`config.mk`:
```
export PLATFORM = sky130hd
export DESIGN_NAME = stopwatch_count_ctrl_flat
export DESIGN_NICKNAME = d
export VERILOG_FILES = /design/src/rtl/stopwatch_count_ctrl_if.sv /design/src/rtl/stopwatch_count_ctrl.sv /design/src/flat_wrapper.sv
export SDC_FILE = /design/constraint.sdc
export NUM_CORES = 1
export LEC_CHECK = 0
export CELL_PAD_IN_SITES_DETAIL_PLACEMENT = 0
export CELL_PAD_IN_SITES_GLOBAL_PLACEMENT = 1
export CORE_UTILIZATION = 45
export DETAILED_ROUTE_END_ITERATION = 6
export PLACE_DENSITY_LB_ADDON = 0.05
export SYNTH_ARGS = -nofsm -noshare
export SYNTH_HDL_FRONTEND = slang
export SYNTH_SLANG_ARGS = --single-unit
```
`constraint.sdc`:
```
create_clock -name iClk -period 3.8 [get_ports iClk]
set_clock_uncertainty 0.1 [all_clocks]
set_input_delay 0.57 -clock iClk [delete_from_list [all_inputs] [get_ports iClk]]
set_output_delay 0.57 -clock iClk [all_outputs]
set_load 0.02 [all_outputs]
```
`src/rtl/stopwatch_count_ctrl_if.sv`:
```
// Connection bundle between the stopwatch mode FSM / input distributor side
// and the time-register sequencer. The master drives the control levels and
// key inputs; the slave (the sequencer) drives the time and pulse outputs.
interface stopwatch_count_ctrl_if;
    logic        iRun;
    logic        iEditEn;
    logic        iEditUnit;
    logic        iInc;
    logic        iDec;
    logic        iClear;
    logic [6:0]  oLeft;
    logic [6:0]  oRight;
    logic [15:0] oBcd;
    logic        oTick;
    logic        oWrap;

    modport master (
        output iRun,
        output iEditEn,
        output iEditUnit,
        output iInc,
        output iDec,
        output iClear,
        input  oLeft,
        input  oRight,
        input  oBcd,
        input  oTick,
        input  oWrap
    );

    modport slave (
        input  iRun,
        input  iEditEn,
        input  iEditUnit,
        input  iInc,
        input  iDec,
        input  iClear,
        output oLeft,
        output oRight,
        output oBcd,
        output oTick,
        output oWrap
    );
endinterface

```
`src/rtl/stopwatch_count_ctrl.sv`:
```
// Stopwatch time-register sequencer. Holds SS.CC (seconds 0-59 on the left,
// centiseconds 0-99 on the right), counts them from a centisecond prescaler
// while running, applies single-unit wrap-around edits while paused, and
// auto-repeats a held edit key. Mode decisions for each edge are taken from the
// state being entered on that edge, so a new iRun/iEditEn level acts at once.
module stopwatch_count_ctrl #(
    parameter int TICK_DIV   = 1_000_000,
    parameter int REPEAT_DLY = 50_000_000,
    parameter int REPEAT_PER = 10_000_000
) (
    input  logic                  iClk,
    input  logic                  iRst,
    stopwatch_count_ctrl_if.slave bus
);

    localparam int PRE_W   = (TICK_DIV > 1) ? $clog2(TICK_DIV) : 1;
    localparam int RPT_MAX = (REPEAT_DLY > REPEAT_PER) ? REPEAT_DLY : REPEAT_PER;
    localparam int RPT_W   = (RPT_MAX > 1) ? $clog2(RPT_MAX) : 1;

    localparam logic [PRE_W-1:0] PRE_LAST = PRE_W'(TICK_DIV - 1);
    localparam logic [RPT_W-1:0] DLY_LAST = RPT_W'(REPEAT_DLY - 1);
    localparam logic [RPT_W-1:0] PER_LAST = RPT_W'(REPEAT_PER - 1);

    localparam logic [6:0] LEFT_MAX  = 7'd59;
    localparam logic [6:0] RIGHT_MAX = 7'd99;

    typedef enum logic [1:0] {
        ST_STOP,
        ST_RUN,
        ST_EDIT
    } state_t;

    state_t           r_state;
    state_t           w_nextState;

    logic [6:0]       r_left;
    logic [6:0]       r_right;
    logic [PRE_W-1:0] r_pre;
    logic             r_tick;
    logic             r_wrap;

    logic             r_incQ;
    logic             r_incPrev;
    logic             r_decQ;
    logic             r_decPrev;
    logic             r_unitPrev;

    logic [RPT_W-1:0] r_rptCnt;
    logic             r_rptArmed;
    logic             r_rptActive;

    logic [6:0]       w_left;
    logic [6:0]       w_right;
    logic [PRE_W-1:0] w_pre;
    logic             w_tick;
    logic             w_wrap;

    logic [RPT_W-1:0] w_rptCnt;
    logic             w_rptArmed;
    logic             w_rptActive;
    logic             w_step;

    logic             w_singleKey;
    logic             w_freshPress;
    logic             w_unitChanged;
    logic [RPT_W-1:0] w_rptLimit;

    // Binary 0-99 to two BCD digits; the largest decade not above the value
    // gives the tens digit and the remainder the ones digit.
    function automatic logic [7:0] bin2bcd(input logic [6:0] value);
        logic [3:0] tens;
        logic [3:0] ones;
        tens = 4'd0;
        ones = value[3:0];
        for (int k = 1; k < 10; k++) begin
            if (value >= 7'(10 * k)) begin
                tens = 4'(k);
                ones = 4'(value - 7'(10 * k));
            end
        end
        return {tens, ones};
    endfunction

    // Mode arbitration: edit beats run, anything else is stopped.
    always_comb begin
        w_nextState = ST_STOP;
        if (bus.iEditEn) begin
            w_nextState = ST_EDIT;
        end else if (bus.iRun) begin
            w_nextState = ST_RUN;
        end
    end

    // Mode state register; a reset drops straight back to STOP.
    always_ff @(posedge iClk or posedge iRst) begin
        if (iRst) begin
            r_state <= ST_STOP;
        end else begin
            r_state <= w_nextState;
        end
    end

    // Key history: one register stage, then the previous value, so a press is
    // seen as a rising edge one cycle after it arrives.
    always_ff @(posedge iClk or posedge iRst) begin
        if (iRst) begin
            r_incQ     <= 1'b0;
            r_incPrev  <= 1'b0;
            r_decQ     <= 1'b0;
            r_decPrev  <= 1'b0;
            r_unitPrev <= 1'b0;
        end else begin
            r_incQ     <= bus.iInc;
            r_incPrev  <= r_incQ;
            r_decQ     <= bus.iDec;
            r_decPrev  <= r_decQ;
            r_unitPrev <= bus.iEditUnit;
        end
    end

    // Exactly one key held is the only situation that can step; a fresh press
    // is that key rising while the other one stays released.
    assign w_singleKey   = r_incQ ^ r_decQ;
    assign w_freshPress  = (r_incQ & ~r_incPrev & ~r_decQ) |
                           (r_decQ & ~r_decPrev & ~r_incQ);
    assign w_unitChanged = (r_state == ST_EDIT) && (bus.iEditUnit != r_unitPrev);
    assign w_rptLimit    = r_rptArmed ? PER_LAST : DLY_LAST;

    // Edit step and auto-repeat decision. The first repeat waits the long delay,
    // later ones the short period; any disturbance restarts the wait.
    always_comb begin
        w_step      = 1'b0;
        w_rptCnt    = r_rptCnt;
        w_rptArmed  = r_rptArmed;
        w_rptActive = r_rptActive;
        if ((w_nextState != ST_EDIT) || !w_singleKey) begin
            w_rptCnt    = '0;
            w_rptArmed  = 1'b0;
            w_rptActive = 1'b0;
        end else if (w_freshPress) begin
            w_step      = 1'b1;
            w_rptCnt    = '0;
            w_rptArmed  = 1'b0;
            w_rptActive = 1'b1;
        end else if (w_unitChanged) begin
            w_rptCnt    = '0;
            w_rptArmed  = 1'b0;
        end else if (r_rptActive) begin
            if (r_rptCnt == w_rptLimit) begin
                w_step     = 1'b1;
                w_rptCnt   = '0;
                w_rptArmed = 1'b1;
            end else begin
                w_rptCnt = r_rptCnt + 1'b1;
            end
        end
    end

    // Repeat tracking registers.
    always_ff @(posedge iClk or posedge iRst) begin
        if (iRst) begin
            r_rptCnt    <= '0;
            r_rptArmed  <= 1'b0;
            r_rptActive <= 1'b0;
        end else begin
            r_rptCnt    <= w_rptCnt;
            r_rptArmed  <= w_rptArmed;
            r_rptActive <= w_rptActive;
        end
    end

    // Time datapath: clear wins, then run counting with carry and wrap, then a
    // carry-free edit of the selected unit. The prescaler only moves in RUN so
    // a pause keeps the fractional centisecond.
    always_comb begin
        w_left  = r_left;
        w_right = r_right;
        w_pre   = r_pre;
        w_tick  = 1'b0;
        w_wrap  = 1'b0;
        if (bus.iClear) begin
            w_left  = 7'd0;
            w_right = 7'd0;
            w_pre   = '0;
        end else begin
            case (w_nextState)
                ST_RUN: begin
                    if (r_pre == PRE_LAST) begin
                        w_pre  = '0;
                        w_tick = 1'b1;
                        if (r_right == RIGHT_MAX) begin
                            w_right = 7'd0;
                            if (r_left == LEFT_MAX) begin
                                w_left = 7'd0;
                                w_wrap = 1'b1;
                            end else begin
                                w_left = r_left + 7'd1;
                            end
                        end else begin
                            w_right = r_right + 7'd1;
                        end
                    end else begin
                        w_pre = r_pre + 1'b1;
                    end
                end
                ST_EDIT: begin
                    if (w_step) begin
                        if (!bus.iEditUnit) begin
                            if (r_incQ) begin
                                w_left = (r_left == LEFT_MAX) ? 7'd0 : r_left + 7'd1;
                            end else begin
                                w_left = (r_left == 7'd0) ? LEFT_MAX : r_left - 7'd1;
                            end
                        end else begin
                            if (r_incQ) begin
                                w_right = (r_right == RIGHT_MAX) ? 7'd0 : r_right + 7'd1;
                            end else begin
                                w_right = (r_right == 7'd0) ? RIGHT_MAX : r_right - 7'd1;
                            end
                        end
                    end
                end
                default: begin
                    w_pre = r_pre;
                end
            endcase
        end
    end

    // Time registers and the registered tick/wrap pulses.
    always_ff @(posedge iClk or posedge iRst) begin
        if (iRst) begin
            r_left  <= 7'd0;
            r_right <= 7'd0;
            r_pre   <= '0;
            r_tick  <= 1'b0;
            r_wrap  <= 1'b0;
        end else begin
            r_left  <= w_left;
            r_right <= w_right;
            r_pre   <= w_pre;
            r_tick  <= w_tick;
            r_wrap  <= w_wrap;
        end
    end

    assign bus.oLeft  = r_left;
    assign bus.oRight = r_right;
    assign bus.oTick  = r_tick;
    assign bus.oWrap  = r_wrap;
    assign bus.oBcd   = {bin2bcd(r_left), bin2bcd(r_right)};

endmodule

```
`src/flat_wrapper.sv`:
```
// flat-port wrapper written by rule: the top's interface ports become plain ports
module stopwatch_count_ctrl_flat 
#(
    parameter int TICK_DIV   = 1_000_000,
    parameter int REPEAT_DLY = 50_000_000,
    parameter int REPEAT_PER = 10_000_000
)
  (iClk, iRst, bus_iRun, bus_iEditEn, bus_iEditUnit, bus_iInc, bus_iDec, bus_iClear, bus_oLeft, bus_oRight, bus_oBcd, bus_oTick, bus_oWrap);
  stopwatch_count_ctrl_if bus_i ();
  input  logic iClk;
  input  logic iRst;
  input wire logic [$bits(bus_i.iRun)-1:0] bus_iRun;
  input wire logic [$bits(bus_i.iEditEn)-1:0] bus_iEditEn;
  input wire logic [$bits(bus_i.iEditUnit)-1:0] bus_iEditUnit;
  input wire logic [$bits(bus_i.iInc)-1:0] bus_iInc;
  input wire logic [$bits(bus_i.iDec)-1:0] bus_iDec;
  input wire logic [$bits(bus_i.iClear)-1:0] bus_iClear;
  output wire logic [$bits(bus_i.oLeft)-1:0] bus_oLeft;
  output wire logic [$bits(bus_i.oRight)-1:0] bus_oRight;
  output wire logic [$bits(bus_i.oBcd)-1:0] bus_oBcd;
  output wire logic [$bits(bus_i.oTick)-1:0] bus_oTick;
  output wire logic [$bits(bus_i.oWrap)-1:0] bus_oWrap;
  assign bus_i.iRun = bus_iRun;
  assign bus_i.iEditEn = bus_iEditEn;
  assign bus_i.iEditUnit = bus_iEditUnit;
  assign bus_i.iInc = bus_iInc;
  assign bus_i.iDec = bus_iDec;
  assign bus_i.iClear = bus_iClear;
  assign bus_oLeft = bus_i.oLeft;
  assign bus_oRight = bus_i.oRight;
  assign bus_oBcd = bus_i.oBcd;
  assign bus_oTick = bus_i.oTick;
  assign bus_oWrap = bus_i.oWrap;
  stopwatch_count_ctrl #(.TICK_DIV(TICK_DIV), .REPEAT_DLY(REPEAT_DLY), .REPEAT_PER(REPEAT_PER)) u_core (.iClk(iClk), .iRst(iRst), .bus(bus_i));
endmodule
```
==> results.ini <==
[setup_path]
path_cells = inv_1, ha_1, inv_1, a22oi_1, mux2_2, a22o_1, nand2_1, o2bb2ai_1, clkdlybuf4s50_1
criticalPathCategory = reg -> out
cp-start-kind = register
slowest_delay_ns = 0.61
worst_setup_path_end_kind = output pin
worstPathRequired_ns = 3.13
slowest_stage = clkdlybuf4s50_1
crit_top_cell = inv_1
arrival_ns = 2.91
crit_fanout = 8

[finish]
antenna_cells = 0
final_cell_mix = 71 x nor2_1, 70 x dfrtp_1, 63 x nand2_1, 52 x o21ai_0, 38 x clkdlybuf4s50_1
area_delta_synth_final_pct = 16.4
fill_cells = 1118
drive_above_1_share_pct = 9.16
final_common_cell = nor2_1
final_area_um2 = 6220
fin_nets = 715

[logic_synthesis]
yosysTopAreaCell = dfrtp_1
synthArstFlopShare_pct = 100
syn_nets = 688
synth-seq-area-share_pct = 33.3
synthCells = 656
synth_edf_count = 0
synth_cell_type_count = 77
yosysWarnings = 0
avgSynthCellArea_um2 = 8.14
ys_ff_latch = 71
synth_top_area_share_pct = 33.3
ys.flop_type = dfrtp_1
syn-cell-area_um2 = 5340
synth_area_leaders = dfrtp_1 33%, ha_1 5.6%, nor2_1 5.0%

[place]
place_ws_ns = 0.354
dp_hpwl_um = 9760
port_buffers = 39
place_congestion = 0.905
post_dp_cell_area_um2 = 5910

[clocking]
cts_buffer_depth = 2
cts_root_buf = clkbuf_16
clk_pin_slew_worst_paths_ns = 0.06
worstSkewPairLatency_ns = 0.34
htreeDepth = 3
cts.sinks = 71
tritoncts = done
cts_made_buffers = 9
post-cts-setup-buffers = 0

[sta]
rsz0062_at_grt = false
maxClockFrequency_mhz = 279
fin_crit_ns = 3.58
finalCritPeriodShare_pct = 94.2
fin_tns_setup_ns = 0
setup_viol = 0
slew_viol_final = 0
hold_viol = 0
worst_slew_pin_slew_ns = 0.782
timing.final.ws_setup_ns = 0.222
relSlewSlack_pct = 47.8

[grt]
grt_pass1_wl_um = 24000
antenna_found_initial = 0
grt_usage_pct = 23.8
grt_overflow = 0
first_global_vias = 4729
grt_max_degree = 48

[detailed_routing]
first_pass_iters = 6
dr_total_vias = 5076
avgViaCountPerCell = 6.11
drc = 4
wl_per_cell_um = 17.0
first_iter_violations = 342
final_antenna_net_count = 0
drt-total-wl_um = 14200

[pwr]
combPwrFrac_pct = 48.0
p_sw_w = 0.00135
power_leakage_nw = 2.51
p_sw_share_pct = 40.3
ir_drop_v = 0.000495
power_density_nw_per_um2 = 540
internal_power_w = 0.00200
seq_power_share_pct = 26.6
power_w = 0.00336
clockPowerShare_pct = 25.4

[worst_hold_path]
hp-class = reg -> reg

[die]
core_um2 = 11500
dieWidth_um = 111
start_util_pct = 46.4
die_area_um2 = 12300
die_h_um = 111
row_count = 39
ios = 40

[status]
violations = DRC
status = finished, violations left

[run]
maxCapViolCount = 0

==> final timing paths <==
| kind | from | slack [ns] | endpoint | cells past startpoint |
|---|---|---|---|---|
| max in group asynchronous | iRst | 2.44 | u_core.bus.oLeft[5]$_DFFE_PP0P_ | 3 |
| worst max-delay path | u_core.bus.oLeft[1]$_DFFE_PP0P_ | 0.22 | bus_oBcd[10] | 9 |
| worst min register to register | u_core.r_pre[19]$_DFFE_PP0N_ | 0.38 | u_core.r_pre[19]$_DFFE_PP0N_ | 1 |
| worst max register to register | u_core.r_rptCnt[0]$_DFFE_PP0P_ | 0.75 | u_core.bus.oRight[3]$_DFFE_PP0P_ | 7 |
| min in group asynchronous | iRst | 0.51 | u_core.r_pre[16]$_DFFE_PP0N_ | 2 |
| worst min-delay path | u_core.r_pre[19]$_DFFE_PP0N_ | 0.38 | u_core.r_pre[19]$_DFFE_PP0N_ | 1 |
==> worst max-delay path: cells and delay by family, from the launching register on <==
| kind | cells | cell delay [ns] |
|---|---|---|
| AO/OA/AOI/OAI | 3 | 0.55 |
| buffers and inverters | 3 | 0.89 |
| multiplexers | 1 | 0.37 |
| AND/OR/NAND/NOR | 1 | 0.06 |
| flip-flops | 1 | 0.37 |
| adder cells (fa/ha/maj) | 1 | 0.33 |
==> synth_stat cells (4+ instances only) <==
| master | count |
|---|---|
| inv_1 | 14 |
| dfrtp_1 | 71 |
| nor3b_1 | 6 |
| xnor2_1 | 7 |
| and2_1 | 4 |
| nor4_1 | 6 |
| nor2b_1 | 4 |
| a21oi_1 | 31 |
| nand2b_1 | 6 |
| clkinv_1 | 4 |
| o21ai_0 | 52 |
| or3_1 | 6 |
| o31ai_1 | 13 |
| a31oi_1 | 15 |
| a31o_2 | 4 |
| and3_1 | 17 |
| xor2_1 | 20 |
| nand4_1 | 15 |
| nor2_1 | 71 |
| nand2_1 | 63 |
| nand3_1 | 31 |
| buf_1 | 4 |
| clkbuf_1 | 36 |
| a21o_1 | 4 |
| mux2i_1 | 6 |
| a32oi_1 | 4 |
| o41ai_2 | 4 |
| nor3_1 | 27 |
| and4_1 | 5 |
| ha_1 | 24 |
==> per-layer routing <==
metal	part of all wire (%)	routed length, um	GRT usage, %	vias to the layer above
met1	48	6770	32.8	2492
met3	3.8	532	5.14	10
li1	-	-	-	2472
met5	0	0	0	-
met2	47	6720	38.2	102
met4	0.91	129	5.21	0
==> power by group through the flow <==
stage | clock (W) | combinational (W) | sequential [W]
after floorplan | 0 | 0.00102 | 0.000919
after global placement | 0 | 0.00159 | 0.000904
after detailed placement | 0 | 0.00159 | 0.000905
after CTS | 0.000874 | 0.00160 | 0.000893
after global routing | 0.000907 | 0.00175 | 0.000907
final | 0.000853 | 0.00161 | 0.000893
==> timing repair <==
item,in CTS,in global routing
hold buffers,0,0
gates resized for setup,2,4
gates cloned,0,0
setup endpoints to repair,2,4
==> through the flow <==
stage | utilization (%) | hold WS, ns | std cells
6_report | 54.0 | 0.384 | 831
4_1_cts | 54.0 | 0.375 | 831
5_1_grt | 54.0 | 0.398 | 831
2_1_floorplan | - | 0.252 | 656
3_3_place_gp | 51.3 | 0.356 | 815
3_5_place_dp | 51.3 | 0.361 | 815
==> sequential cells by signal, summed over array words and instances, names as in the netlist, 2 cells and up <==
signal and count:
u_core.r_rptCnt 26, u_core.r_pre 20, u_core.bus.oLeft 7, u_core.bus.oRight 7, u_core.r_state 2
==> layout make-up <==
class / count / area, um^2 / share of cell area (%)
inverters: 18 / 67.6 / 1.09
repair buffers: 62 / 578 / 9.30
multi-input cells: 521 / 3320 / 53.3
clock inverters: 5 / 57.6 / 0.926
flip-flops and latches: 71 / 1780 / 28.6
clock buffers: 11 / 243 / 3.90
well taps: 143 / 179 / 2.88
==> cell families (layout without fill, tap and decap cells) <==
family | Yosys count | count (layout) | synth area share (%)
AO/OA/AOI/OAI | 185 | 185 | 24.1
XOR/XNOR | 27 | 27 | 4.43
multiplexers | 9 | 9 | 1.76
flip-flops | 71 | 71 | 33.3
adder cells (fa/ha/maj) | 24 | 24 | 5.62
AND/OR/NAND/NOR | 276 | 276 | 25.9
buffers and inverters | 64 | 96 | 4.85
No activity file was read; power rests on OpenSTA's default activity.
